$ cat src/rtl/pwm_deadtime_out.sv
// pwm_deadtime_out
//   Output stage for the noise-shaping modulator. Takes one duty word per PWM
//   period and turns it into a complementary high/low drive pair, with both
//   drives held low for DEADTIME cycles around every transition.
//
// Ports
//   clk         system clock, rising edge
//   rst_n       asynchronous active-low reset (synchronously released upstream)
//   enable      1 = run PWM; 0 = drives off, period counter parked at 0
//   value       unsigned duty in clk counts, sampled once per period
//   sample_stb  one-cycle pulse in the cycle 'value' is captured
//   clip        pulses together with sample_stb when value exceeds PERIOD
//   pwm_hi      high-side drive
//   pwm_lo      low-side drive, complement of pwm_hi outside dead time
module pwm_deadtime_out #(
    parameter int unsigned PERIOD   = 1024,
    parameter int unsigned DEADTIME = 4,
    parameter int unsigned CNTW     = 16,
    parameter int unsigned DTW      = 4
) (
    input  logic        clk,
    input  logic        rst_n,
    input  logic        enable,
    input  logic [15:0] value,
    output logic        sample_stb,
    output logic        clip,
    output logic        pwm_hi,
    output logic        pwm_lo
);

    typedef enum logic [1:0] {
        IDLE = 2'd0,
        DEAD = 2'd1,
        HI   = 2'd2,
        LO   = 2'd3
    } state_t;

    localparam logic [CNTW-1:0] CNT_LAST   = CNTW'(PERIOD - 1);
    localparam logic [16:0]     PERIOD_EXT = 17'(PERIOD);
    localparam logic [15:0]     DUTY_MAX   = 16'(PERIOD);
    localparam logic [DTW-1:0]  DT_LOAD    = DTW'(DEADTIME);
    localparam logic [DTW-1:0]  DT_ONE     = DTW'(1);

    logic [CNTW-1:0] cnt;
    logic [15:0]     duty_q;
    logic            raw;
    logic            tgt;
    logic [DTW-1:0]  dcnt;
    state_t          state;

    // ------------------------------------------------------------------
    // Period counter and duty capture
    // ------------------------------------------------------------------
    assign sample_stb = enable & (cnt == CNT_LAST);
    assign clip       = sample_stb & ({1'b0, value} > PERIOD_EXT);

    always_ff @(posedge clk or negedge rst_n) begin
        if (!rst_n) begin
            cnt <= '0;
        end else if (!enable) begin
            cnt <= '0;
        end else if (cnt == CNT_LAST) begin
            cnt <= '0;
        end else begin
            cnt <= cnt + 1'b1;
        end
    end

    // Only the strobe cycle loads the duty, so a mid-period change of
    // 'value' cannot disturb the period in progress.
    always_ff @(posedge clk or negedge rst_n) begin
        if (!rst_n) begin
            duty_q <= '0;
        end else if (sample_stb) begin
            duty_q <= clip ? DUTY_MAX : value;
        end
    end

    // Both sides widened to 32 bits so any CNTW compares cleanly against
    // the 16-bit duty. duty_q=0 never matches, duty_q=PERIOD always does,
    // so the extremes stay flat across the wrap.
    assign raw = (32'(cnt) < 32'(duty_q));

    // ------------------------------------------------------------------
    // Dead-time FSM with registered drives
    // ------------------------------------------------------------------
    // dcnt is loaded with DEADTIME on entry to DEAD and counts down each
    // cycle; the exit is taken on the edge where it reaches zero, giving
    // exactly DEADTIME cycles with both drives low. A raw change while in
    // DEAD restarts the interval towards the new target.
    always_ff @(posedge clk or negedge rst_n) begin
        if (!rst_n) begin
            state  <= IDLE;
            tgt    <= 1'b0;
            dcnt   <= '0;
            pwm_hi <= 1'b0;
            pwm_lo <= 1'b0;
        end else if (!enable) begin
            state  <= IDLE;
            dcnt   <= '0;
            pwm_hi <= 1'b0;
            pwm_lo <= 1'b0;
        end else begin
            case (state)
                IDLE: begin
                    if (DEADTIME == 0) begin
                        state  <= raw ? HI : LO;
                        pwm_hi <= raw;
                        pwm_lo <= ~raw;
                    end else begin
                        state  <= DEAD;
                        tgt    <= raw;
                        dcnt   <= DT_LOAD;
                        pwm_hi <= 1'b0;
                        pwm_lo <= 1'b0;
                    end
                end

                DEAD: begin
                    pwm_hi <= 1'b0;
                    pwm_lo <= 1'b0;
                    if (raw != tgt) begin
                        tgt  <= raw;
                        dcnt <= DT_LOAD;
                    end else if (dcnt <= DT_ONE) begin
                        dcnt   <= '0;
                        state  <= tgt ? HI : LO;
                        pwm_hi <= tgt;
                        pwm_lo <= ~tgt;
                    end else begin
                        dcnt <= dcnt - 1'b1;
                    end
                end

                HI: begin
                    if (!raw) begin
                        pwm_hi <= 1'b0;
                        if (DEADTIME == 0) begin
                            state  <= LO;
                            pwm_lo <= 1'b1;
                        end else begin
                            state  <= DEAD;
                            tgt    <= 1'b0;
                            dcnt   <= DT_LOAD;
                            pwm_lo <= 1'b0;
                        end
                    end else begin
                        pwm_hi <= 1'b1;
                        pwm_lo <= 1'b0;
                    end
                end

                LO: begin
                    if (raw) begin
                        pwm_lo <= 1'b0;
                        if (DEADTIME == 0) begin
                            state  <= HI;
                            pwm_hi <= 1'b1;
                        end else begin
                            state  <= DEAD;
                            tgt    <= 1'b1;
                            dcnt   <= DT_LOAD;
                            pwm_hi <= 1'b0;
                        end
                    end else begin
                        pwm_hi <= 1'b0;
                        pwm_lo <= 1'b1;
                    end
                end

                default: begin
                    state  <= IDLE;
                    pwm_hi <= 1'b0;
                    pwm_lo <= 1'b0;
                end
            endcase
        end
    end

endmodule

$ cat config.mk
export PLATFORM = sky130hd
export DESIGN_NAME = pwm_deadtime_out
export DESIGN_NICKNAME = d
export VERILOG_FILES = /design/src/rtl/pwm_deadtime_out.sv
export SDC_FILE = /design/constraint.sdc
export NUM_CORES = 1
export LEC_CHECK = 0
export BUFFER_PORTS_ARGS = -buffer_cell sky130_fd_sc_hd__buf_4
export CORE_MARGIN = 5
export CORE_UTILIZATION = 25
export CTS_CLUSTER_DIAMETER = 100
export CTS_CLUSTER_SIZE = 12
export DETAILED_ROUTE_END_ITERATION = 8
export GPL_ROUTABILITY_DRIVEN = 0
export MAX_ROUTING_LAYER = met4
export SYNTH_ARGS = -nofsm -noshare
export SYNTH_HDL_FRONTEND = slang
export SYNTH_SLANG_ARGS = --single-unit
$ cat constraint.sdc
create_clock -name clk -period 2.8 [get_ports clk]
set_clock_uncertainty 0.05 [all_clocks]
set_input_delay 0.14 -clock clk [delete_from_list [all_inputs] [get_ports clk]]
set_output_delay 0.14 -clock clk [all_outputs]
set_load 0.01 [all_outputs]
==> results of run 1 <==
-- cell usage after synthesis, types with 2 or more instances --
master / instances
nand4_1: 7
nand3_1: 11
dfrtp_1: 41
ha_1: 18
a21o_1: 4
xor2_1: 8
nand2_1: 11
mux2i_1: 10
nor2_1: 44
a21oi_1: 4
and4_1: 2
inv_1: 23
nor2b_1: 2
o21ai_1: 2
nor3_1: 6
nor4_1: 4
xnor2_1: 5
o21ai_0: 3
and2_1: 2
o2111ai_1: 2
and3_1: 2
or3_1: 3
buf_2: 3
o22ai_1: 2
-- state kept, by name (all words and copies together), names as in the netlist --
name	flops
cnt	16
tgt	1
dcnt	4
pwm_hi	1
duty_q	16
pwm_lo	1
state	2
-- worst min-delay path, stage by stage --
cell,delay [ps]
buf_4,80
mux2i_1,60
nor2_1,70
-- kinds of logic after synthesis --
kind of cell	count (synthesis)
flip-flops	41
XOR/XNOR	13
multiplexers	10
AO/OA/AOI/OAI	31
adder cells (fa/ha/maj)	18
AND/OR/NAND/NOR	99
buffers and inverters	28
-- through the flow --
step / setup slack (ps) / power (uW) / cell area [um^2] / util / instances
global route: 122 / 1350 / 2680 / 0.295 / 379
detailed placement: 298 / 907 / 2590 / 0.285 / 370
global placement: 349 / 903 / 2590 / 0.285 / 370
floorplan: 556 / 823 / 2300 / - / 240
finish: 269 / 1270 / 2680 / 0.295 / 379
CTS: 272 / 1280 / 2680 / 0.295 / 379
-- path summary, 6_finish.rpt --
| kind | start | endpoint | slack (ps) | depth (start not counted) |
|---|---|---|---|---|
| max reg2reg | cnt[6]$_DFF_PN0_ | dcnt[1]$_DFFE_PN0P_ | 270 | 7 |
| min | value[8] | duty_q[8]$_DFFE_PN0P_ | 50 | 3 |
| min in group asynchronous | rst_n | duty_q[1]$_DFFE_PN0P_ | 320 | 2 |
| min reg2reg | cnt[0]$_DFF_PN0_ | cnt[0]$_DFF_PN0_ | 430 | 1 |
| max | cnt[6]$_DFF_PN0_ | dcnt[1]$_DFFE_PN0P_ | 270 | 7 |
| max in group asynchronous | rst_n | cnt[7]$_DFF_PN0_ | 2030 | 2 |
-- area by class of cell --
class                           count  share of cell area
Multi-Input combinational cell    171               0.433
Sequential cell                    41               0.382
Timing Repair Buffer               25              0.0709
Tap cell                          111              0.0518
Inverter                           23              0.0322
Clock buffer                        8              0.0299
-- metal layers --
metal,part of all wire,wire (um),GRT usage,vias to the layer above
li1,-,-,-,887
met1,0.46,2190,0.118,868
met2,0.48,2290,0.149,30
met3,0.036,170,0.0249,7
met4,0.017,82,0.0389,0
met5,0,0,-,-
-- power breakdown --
group / leakage, uW / internal [uW] / total (uW) / switching [uW]
clock network: 0.0000395 / 177 / 372 / 195
registers: 0.000529 / 623 / 651 / 28.1
logic: 0.000670 / 106 / 245 / 139
total: 0.00124 / 907 / 1270 / 362
==> results.json, run 1 <==
{
  "outcome": "finished clean",
  "nets": 304,
  "p_per_area_nw_per_um2": 473,
  "cts_setup_buffers": 0,
  "syn-instance-count": 240,
  "slowest_delay_ps": 450,
  "drt_drc_violations_left": 0,
  "final_cell_mix": "44 x nor2_1, 41 x dfrtp_1, 24 x buf_4",
  "cts_tree": "built",
  "p_leak_uw": 0.00124,
  "portBuffers": 22,
  "avgViaCountPerCell": 4.73,
  "worst-setup-path-type": "register to register",
  "area_growth_pct": 16.5,
  "synth-compound-area-share": 0.103,
  "h-tree-depth": 2,
  "ff_latch_area_um2": 1030,
  "critical_path_arrival_ps": 2670,
  "dr.pass1.iters": 4,
  "rows": 35,
  "drt_first_iter_violations": 122,
  "netlist_top_cells_area": "dfrtp_1 45%, ha_1 9.8%, nor2_1 7.2%, mux2i_1 4.3%, inv_1 3.7%",
  "globalRoute.totalOverflow": 0,
  "synth-async-reset-ratio": 1.00,
  "die_w_um": 106,
  "fmax_mhz": 395,
  "maxSlewHeadroom": 0.582,
  "routed_wl_mm": 4.73,
  "synth_fp_nets": 277,
  "cts_root_buf": "clkbuf_8",
  "worstMarginPinSlew_ps": 610,
  "cts.sinks": 41,
  "start_kind": "register",
  "die_area_um2": 11200,
  "netlist_area_um2": 2300,
  "cp_max_fo": 6,
  "wl_per_cell_um": 12.5,
  "max_cap_violations": 0,
  "dpl.hpwl_mm": 3.56,
  "cts_inserted_buffers": 5,
  "worstPathRequired_ps": 2940,
  "yosysUniqueCellTypes": 45,
  "syn_avg_cell_area_um2": 9.60,
  "synthMuxAreaShare": 0.0435,
  "vias": 1792,
  "hold_ws_ps": 48.3,
  "hp-class": "input port to register",
  "period_share": 0.904,
  "fillCellCount": 957,
  "critPathSlowestCell": "dfrtp_1",
  "final_common_cell": "nor2_1",
  "grt_pass1_wl_mm": 8.51,
  "drive_above_1_share": 0.123,
  "synth-edff-count": 0,
  "synthXorXnorAreaFrac": 0.0494,
  "insertion_delay_ps": 290,
  "yosys.area_share.simple": 0.210,
  "grt_max_degree": 42,
  "synthAdderAreaFrac": 0.0978,
  "grt_use_total": 0.0957,
  "ys_seq_area_frac": 0.445,
  "multi_input_area_um2": 1160,
  "critPathTopFamily": "compound AO/OA/AOI/OAI gates",
  "synth_top_family_by_area": "simple AND/OR/NAND/NOR gates",
  "ctsHoldBuffers": 1,
  "yosys_most_used_dff": "dfrtp_1",
  "endpoint_kind": "register",
  "num_antenna_cells": 0,
  "yosysTopAreaCell": "dfrtp_1",
  "finalCriticalPeriod_ps": 2530,
  "cts_max_path_buffers": 2,
  "start_util": 0.253,
  "antenna_found_initial": 0,
  "final-hold-violation-count": 0,
  "yosysWarningCount": 0,
  "cts_resized": 0,
  "slew_viol_final": 0,
  "grt_pass1_vias": 1838,
  "fp.coreArea_um2": 9110,
  "rsz0062_at_grt": "no",
  "synth_top_area_share": 0.445,
  "setup_viol": 0,
  "boundaryPins": 23,
  "detail-route-antenna-nets": 0,
  "fin_setup_tns_ps": 0,
  "ys_ff_latch": 41,
  "die_y_um": 106,
  "path_buf_inv": 0,
  "irDropWorstVdd_v": 0.000140,
  "path_clk_slew_ps": 70,
  "cp_cell_sequence": "ha_1, a21o_1, a221oi_1, a2bb2oi_1, and2_4, o21a_2, a2bb2o_4"
}
Note: power is estimated with default switching activity, not from simulation.
==> inputs of run 2 (changes only) <==
==> constraint.sdc (replaced) <==
create_clock -name clk -period 2.3 [get_ports clk]
set_clock_uncertainty 0.05 [all_clocks]
set_input_delay 0.115 -clock clk [delete_from_list [all_inputs] [get_ports clk]]
set_output_delay 0.115 -clock clk [all_outputs]
set_load 0.01 [all_outputs]
==> results.json, run 2 (synthesis gave the netlist of run 1 again) <==
{
  "cp_max_fo": 5,
  "routed_wl_mm": 5.20,
  "numPlacedInstances": 388,
  "p_total_uw": 1750,
  "vias": 1853,
  "drt_first_iter_violations": 101,
  "final_common_cell": "buf_4",
  "p_leak_uw": 0.00141,
  "drive_above_1_share": 0.250,
  "grt_pass1_vias": 1856,
  "endpoint_kind": "register",
  "grt_max_degree": 42,
  "dpl.hpwl_mm": 3.69,
  "utilization": 0.333,
  "fin_setup_tns_ps": 0,
  "die_w_um": 106,
  "p_per_area_nw_per_um2": 578,
  "portBuffers": 22,
  "preCtsSetupSlack_ps": -29.3,
  "path_clk_slew_ps": 90,
  "num_antenna_cells": 0,
  "cts_tree": "built",
  "finalCriticalPeriod_ps": 2270,
  "hp-class": "input port to register",
  "rows": 35,
  "fillCellCount": 933,
  "wl_per_cell_um": 12.8,
  "worstRegToRegCells": 7,
  "worst-setup-path-type": "register to register",
  "final-hold-violation-count": 0,
  "start_util": 0.253,
  "cts.sinks": 41,
  "area_growth_pct": 31.5,
  "stdcell_count": 407,
  "cts_max_path_buffers": 2,
  "antenna_found_initial": 0,
  "slew_viol_final": 0,
  "setup_viol": 0,
  "max_cap_violations": 0,
  "start_kind": "register",
  "h-tree-depth": 2,
  "whs_path_depth": 3,
  "fp.coreArea_um2": 9110,
  "dr.pass1.iters": 4,
  "worstMarginPinSlew_ps": 558,
  "irDropWorstVdd_v": 0.000245,
  "grt_use_total": 0.0985,
  "period_share": 0.986,
  "globalRoute.totalOverflow": 0,
  "fmax_mhz": 441,
  "final_cell_mix": "50 x buf_4, 44 x nor2_1, 41 x dfrtp_1",
  "cts_inserted_buffers": 5,
  "fin_ws_ps": 33.3,
  "maxSlewHeadroom": 0.628,
  "critical_path_arrival_ps": 2410,
  "detail-route-antenna-nets": 0,
  "nets": 332,
  "die_y_um": 106,
  "avgViaCountPerCell": 4.55,
  "reg_top3": "cnt x16, duty_q x16, dcnt x4",
  "boundaryPins": 23,
  "worstPathRequired_ps": 2440,
  "outcome": "finished clean",
  "drt_drc_violations_left": 0,
  "rsz0062_at_grt": "yes",
  "grt_pass1_wl_mm": 8.74,
  "cts_root_buf": "clkbuf_8",
  "insertion_delay_ps": 300,
  "die_area_um2": 11200
}
[run 2: through the flow]
step           instance area [um^2]  hold WS (ps)
2_1_floorplan                  2300          -231
3_3_place_gp                   2730          84.2
3_5_place_dp                   2730          96.2
4_1_cts                        2890          9.12
5_1_grt                        3030          22.3
6_report                       3030          16.7
[run 2: path summary, 6_finish.rpt]
| kind | from | to | slack, ps |
|---|---|---|---|
| worst min register to register | duty_q[15]$_DFFE_PN0P_ | duty_q[15]$_DFFE_PN0P_ | 450 |
| worst min-delay path | value[4] | duty_q[4]$_DFFE_PN0P_ | 20 |
| worst max-delay path | cnt[13]$_DFF_PN0_ | dcnt[2]$_DFFE_PN0P_ | 30 |
| worst max register to register | cnt[13]$_DFF_PN0_ | dcnt[2]$_DFFE_PN0P_ | 30 |
| max in group asynchronous | rst_n | duty_q[14]$_DFFE_PN0P_ | 1520 |
| min in group asynchronous | rst_n | duty_q[4]$_DFFE_PN0P_ | 290 |
[run 2: critical path, stage by stage (launching register included)]
cell	delay (ps)
dfrtp_1	430
ha_4	290
and4_4	210
nand4_1	130
o311a_4	410
and2_4	180
o21a_4	210
a32o_1	240
[run 2: final cells by class]
class	count	area, um^2	area share
well taps	111	139	0.0458
repair buffers	53	405	0.134
flip-flops and latches	41	1030	0.339
clock inverters	2	37.5	0.0124
multi-input cells	171	1250	0.413
inverters	23	86.3	0.0285
clock buffers	6	82.6	0.0273
[run 2: timing repair]
action | CTS | global route
pin swaps | 1 | 12
hold buffers | 3 | 0
hold endpoints to repair | 42 | 0
resized for setup | 3 | 11
setup endpoints to repair | 6 | 6
setup buffers | 0 | 8
[run 2: metal layers]
layer,part of all wire,track usage,wire (um),vias to the layer above
met4,0.015,0.0389,78,0
met2,0.48,0.157,2500,33
met3,0.038,0.0213,198,6
met5,0,-,0,-
li1,-,-,-,945
met1,0.47,0.123,2420,869
[run 2: power by group]
group | internal (uW) | switching, uW
Sequential | 759 | 33.6
Combinational | 152 | 172
Clock | 353 | 280
==> inputs of run 3 (changes only) <==
--- a/config.mk
+++ b/config.mk
@@ -7,12 +7,13 @@
 export LEC_CHECK = 0
 export BUFFER_PORTS_ARGS = -buffer_cell sky130_fd_sc_hd__buf_4
 export CORE_MARGIN = 5
-export CORE_UTILIZATION = 25
-export CTS_CLUSTER_DIAMETER = 100
+export CORE_UTILIZATION = 53
+export CTS_CLUSTER_DIAMETER = 80
 export CTS_CLUSTER_SIZE = 12
 export DETAILED_ROUTE_END_ITERATION = 8
 export GPL_ROUTABILITY_DRIVEN = 0
 export MAX_ROUTING_LAYER = met4
+export PLACE_DENSITY = 0.76
 export SYNTH_ARGS = -nofsm -noshare
 export SYNTH_HDL_FRONTEND = slang
 export SYNTH_SLANG_ARGS = --single-unit
==> results.json, run 3 (synthesis gave the netlist of run 1 again) <==
{
  "routed_wl_mm": 5.29,
  "final_common_cell": "buf_4",
  "drive_above_1_share": 0.253,
  "start_kind": "register",
  "worstRegToRegCells": 9,
  "hp-class": "input port to register",
  "final-hold-violation-count": 0,
  "numPlacedInstances": 328,
  "critPathSlowestCell": "dfrtp_1",
  "grt_pass1_wl_mm": 8.47,
  "setup.worst_path.start": "cnt[15]$_DFF_PN0_",
  "rows": 24,
  "max_cap_violations": 0,
  "cp_cell_sequence": "ha_4, and4_4, nand4_1, o311a_4, buf_4, nand3_2, buf_4, o211ai_1, a32o_2",
  "fillCellCount": 332,
  "worstPathRequired_ps": 2440,
  "die_area_um2": 5760,
  "critical_path_arrival_ps": 2410,
  "grt_max_degree": 42,
  "rsz0062_at_grt": "yes",
  "maxSlewHeadroom": 0.651,
  "dr.pass1.iters": 4,
  "p_leak_uw": 0.00139,
  "worstMarginPinSlew_ps": 519,
  "cts_max_path_buffers": 2,
  "area_growth_pct": 26.1,
  "worst-setup-path-type": "register to register",
  "detail-route-antenna-nets": 0,
  "outcome": "finished clean",
  "grt_use_total": 0.183,
  "critPathCapture": "dcnt[2]$_DFFE_PN0P_",
  "start_util": 0.536,
  "fmax_mhz": 440,
  "num_antenna_cells": 0,
  "period_share": 0.988,
  "p_total_uw": 1610,
  "ff2ff_setup_slack_ps": 30,
  "stdcell_count": 344,
  "fin_setup_tns_ps": 0,
  "die_y_um": 75.9,
  "preCtsSetupSlack_ps": -1.46,
  "finalCriticalPeriod_ps": 2270,
  "slew_viol_final": 0,
  "r2r-start": "cnt[15]$_DFF_PN0_",
  "grt_pass1_vias": 1830,
  "portBuffers": 22,
  "drt_drc_violations_left": 0,
  "fp.coreArea_um2": 4290,
  "insertion_delay_ps": 290,
  "reg2reg_to": "dcnt[2]$_DFFE_PN0P_",
  "nets": 329,
  "h-tree-depth": 2,
  "vias": 1896,
  "cts_tree": "built",
  "die_w_um": 75.9,
  "wl_per_cell_um": 15.4,
  "p_per_area_nw_per_um2": 554,
  "antenna_found_initial": 0,
  "slowest_delay_ps": 410,
  "setup_viol": 0,
  "globalRoute.totalOverflow": 0,
  "cts.sinks": 41,
  "final_cell_mix": "49 x buf_4, 44 x nor2_1, 41 x dfrtp_1",
  "hold_ws_ps": 19.7,
  "whs_path_depth": 3,
  "dpl.hpwl_mm": 3.65,
  "cp_max_fo": 4,
  "reg_top3": "cnt x16, duty_q x16, dcnt x4",
  "path_common_cell": "buf_4",
  "path_clk_slew_ps": 80,
  "irDropWorstVdd_v": 0.000351,
  "cts_inserted_buffers": 5,
  "fin_ws_ps": 26.7,
  "boundaryPins": 23,
  "avgViaCountPerCell": 5.51,
  "drt_first_iter_violations": 139,
  "endpoint_kind": "register",
  "cts_root_buf": "clkbuf_8"
}
## run 3: cell count changes in the layout (fill, tap and decap cells not counted), sizes merged
cell	change
clkinvlp	-1
clkbuf	+1
dlygate4sd3	-2
bufinv	-1
buf	-1
## run 3: worst min-delay path by stage
stage,from,end,slack [ps]
detailed placement,rst_n,dcnt[3]$_DFFE_PN0P_,80
floorplan,rst_n,cnt[0]$_DFF_PN0_,-230
finish,value[14],duty_q[10]$_DFFE_PN0P_,20
CTS,value[10],duty_q[10]$_DFFE_PN0P_,10
global placement,rst_n,dcnt[3]$_DFFE_PN0P_,80
global route,value[8],duty_q[8]$_DFFE_PN0P_,30
## run 3: critical path: cells and delay by family (launching register included)
family,cells,cell delay (ps)
AOI/OAI and AO/OA,3,750
adders and majority gates,1,280
buffers and inverters,2,250
DFF,1,410
and+or+nand+nor,3,420
## run 3: through the flow
stage,instance area (um^2),util
2_1_floorplan,2300,-
3_3_place_gp,2650,0.616
3_5_place_dp,2650,0.616
4_1_cts,2740,0.639
5_1_grt,2900,0.676
6_report,2900,0.676
## run 3: final cells by class
| type | count | area (um^2) | area share |
|---|---|---|---|
| Tap cell | 52 | 65.1 | 0.0224 |
| Timing Repair Buffer | 50 | 378 | 0.130 |
| Clock buffer | 7 | 86.3 | 0.0297 |
| Inverter | 23 | 86.3 | 0.0297 |
| Multi-Input combinational cell | 171 | 1260 | 0.435 |
| Sequential cell | 41 | 1030 | 0.353 |
## run 3: timing repair
action	CTS	global route
setup endpoints to repair	1	8
gates resized for setup	0	17
pin swaps	1	7
hold buffers	1	0
buffers inserted	0	8
endpoints found under the hold margin	41	0
cloned	0	0
## run 3: where the power goes
part / switching [uW] / total (uW) / internal (uW)
combinational: 181 / 334 / 152
sequential: 33.0 / 792 / 759
clock: 245 / 483 / 238
## run 3: per-layer routing
layer	global-route usage	routed length (um)	vias to the layer above	share of wire
met5	-	0	-	0
met4	0.0498	76	0	0.014
met3	0.0415	259	10	0.049
met2	0.289	2590	48	0.49
met1	0.238	2370	901	0.45
li1	-	-	937	-
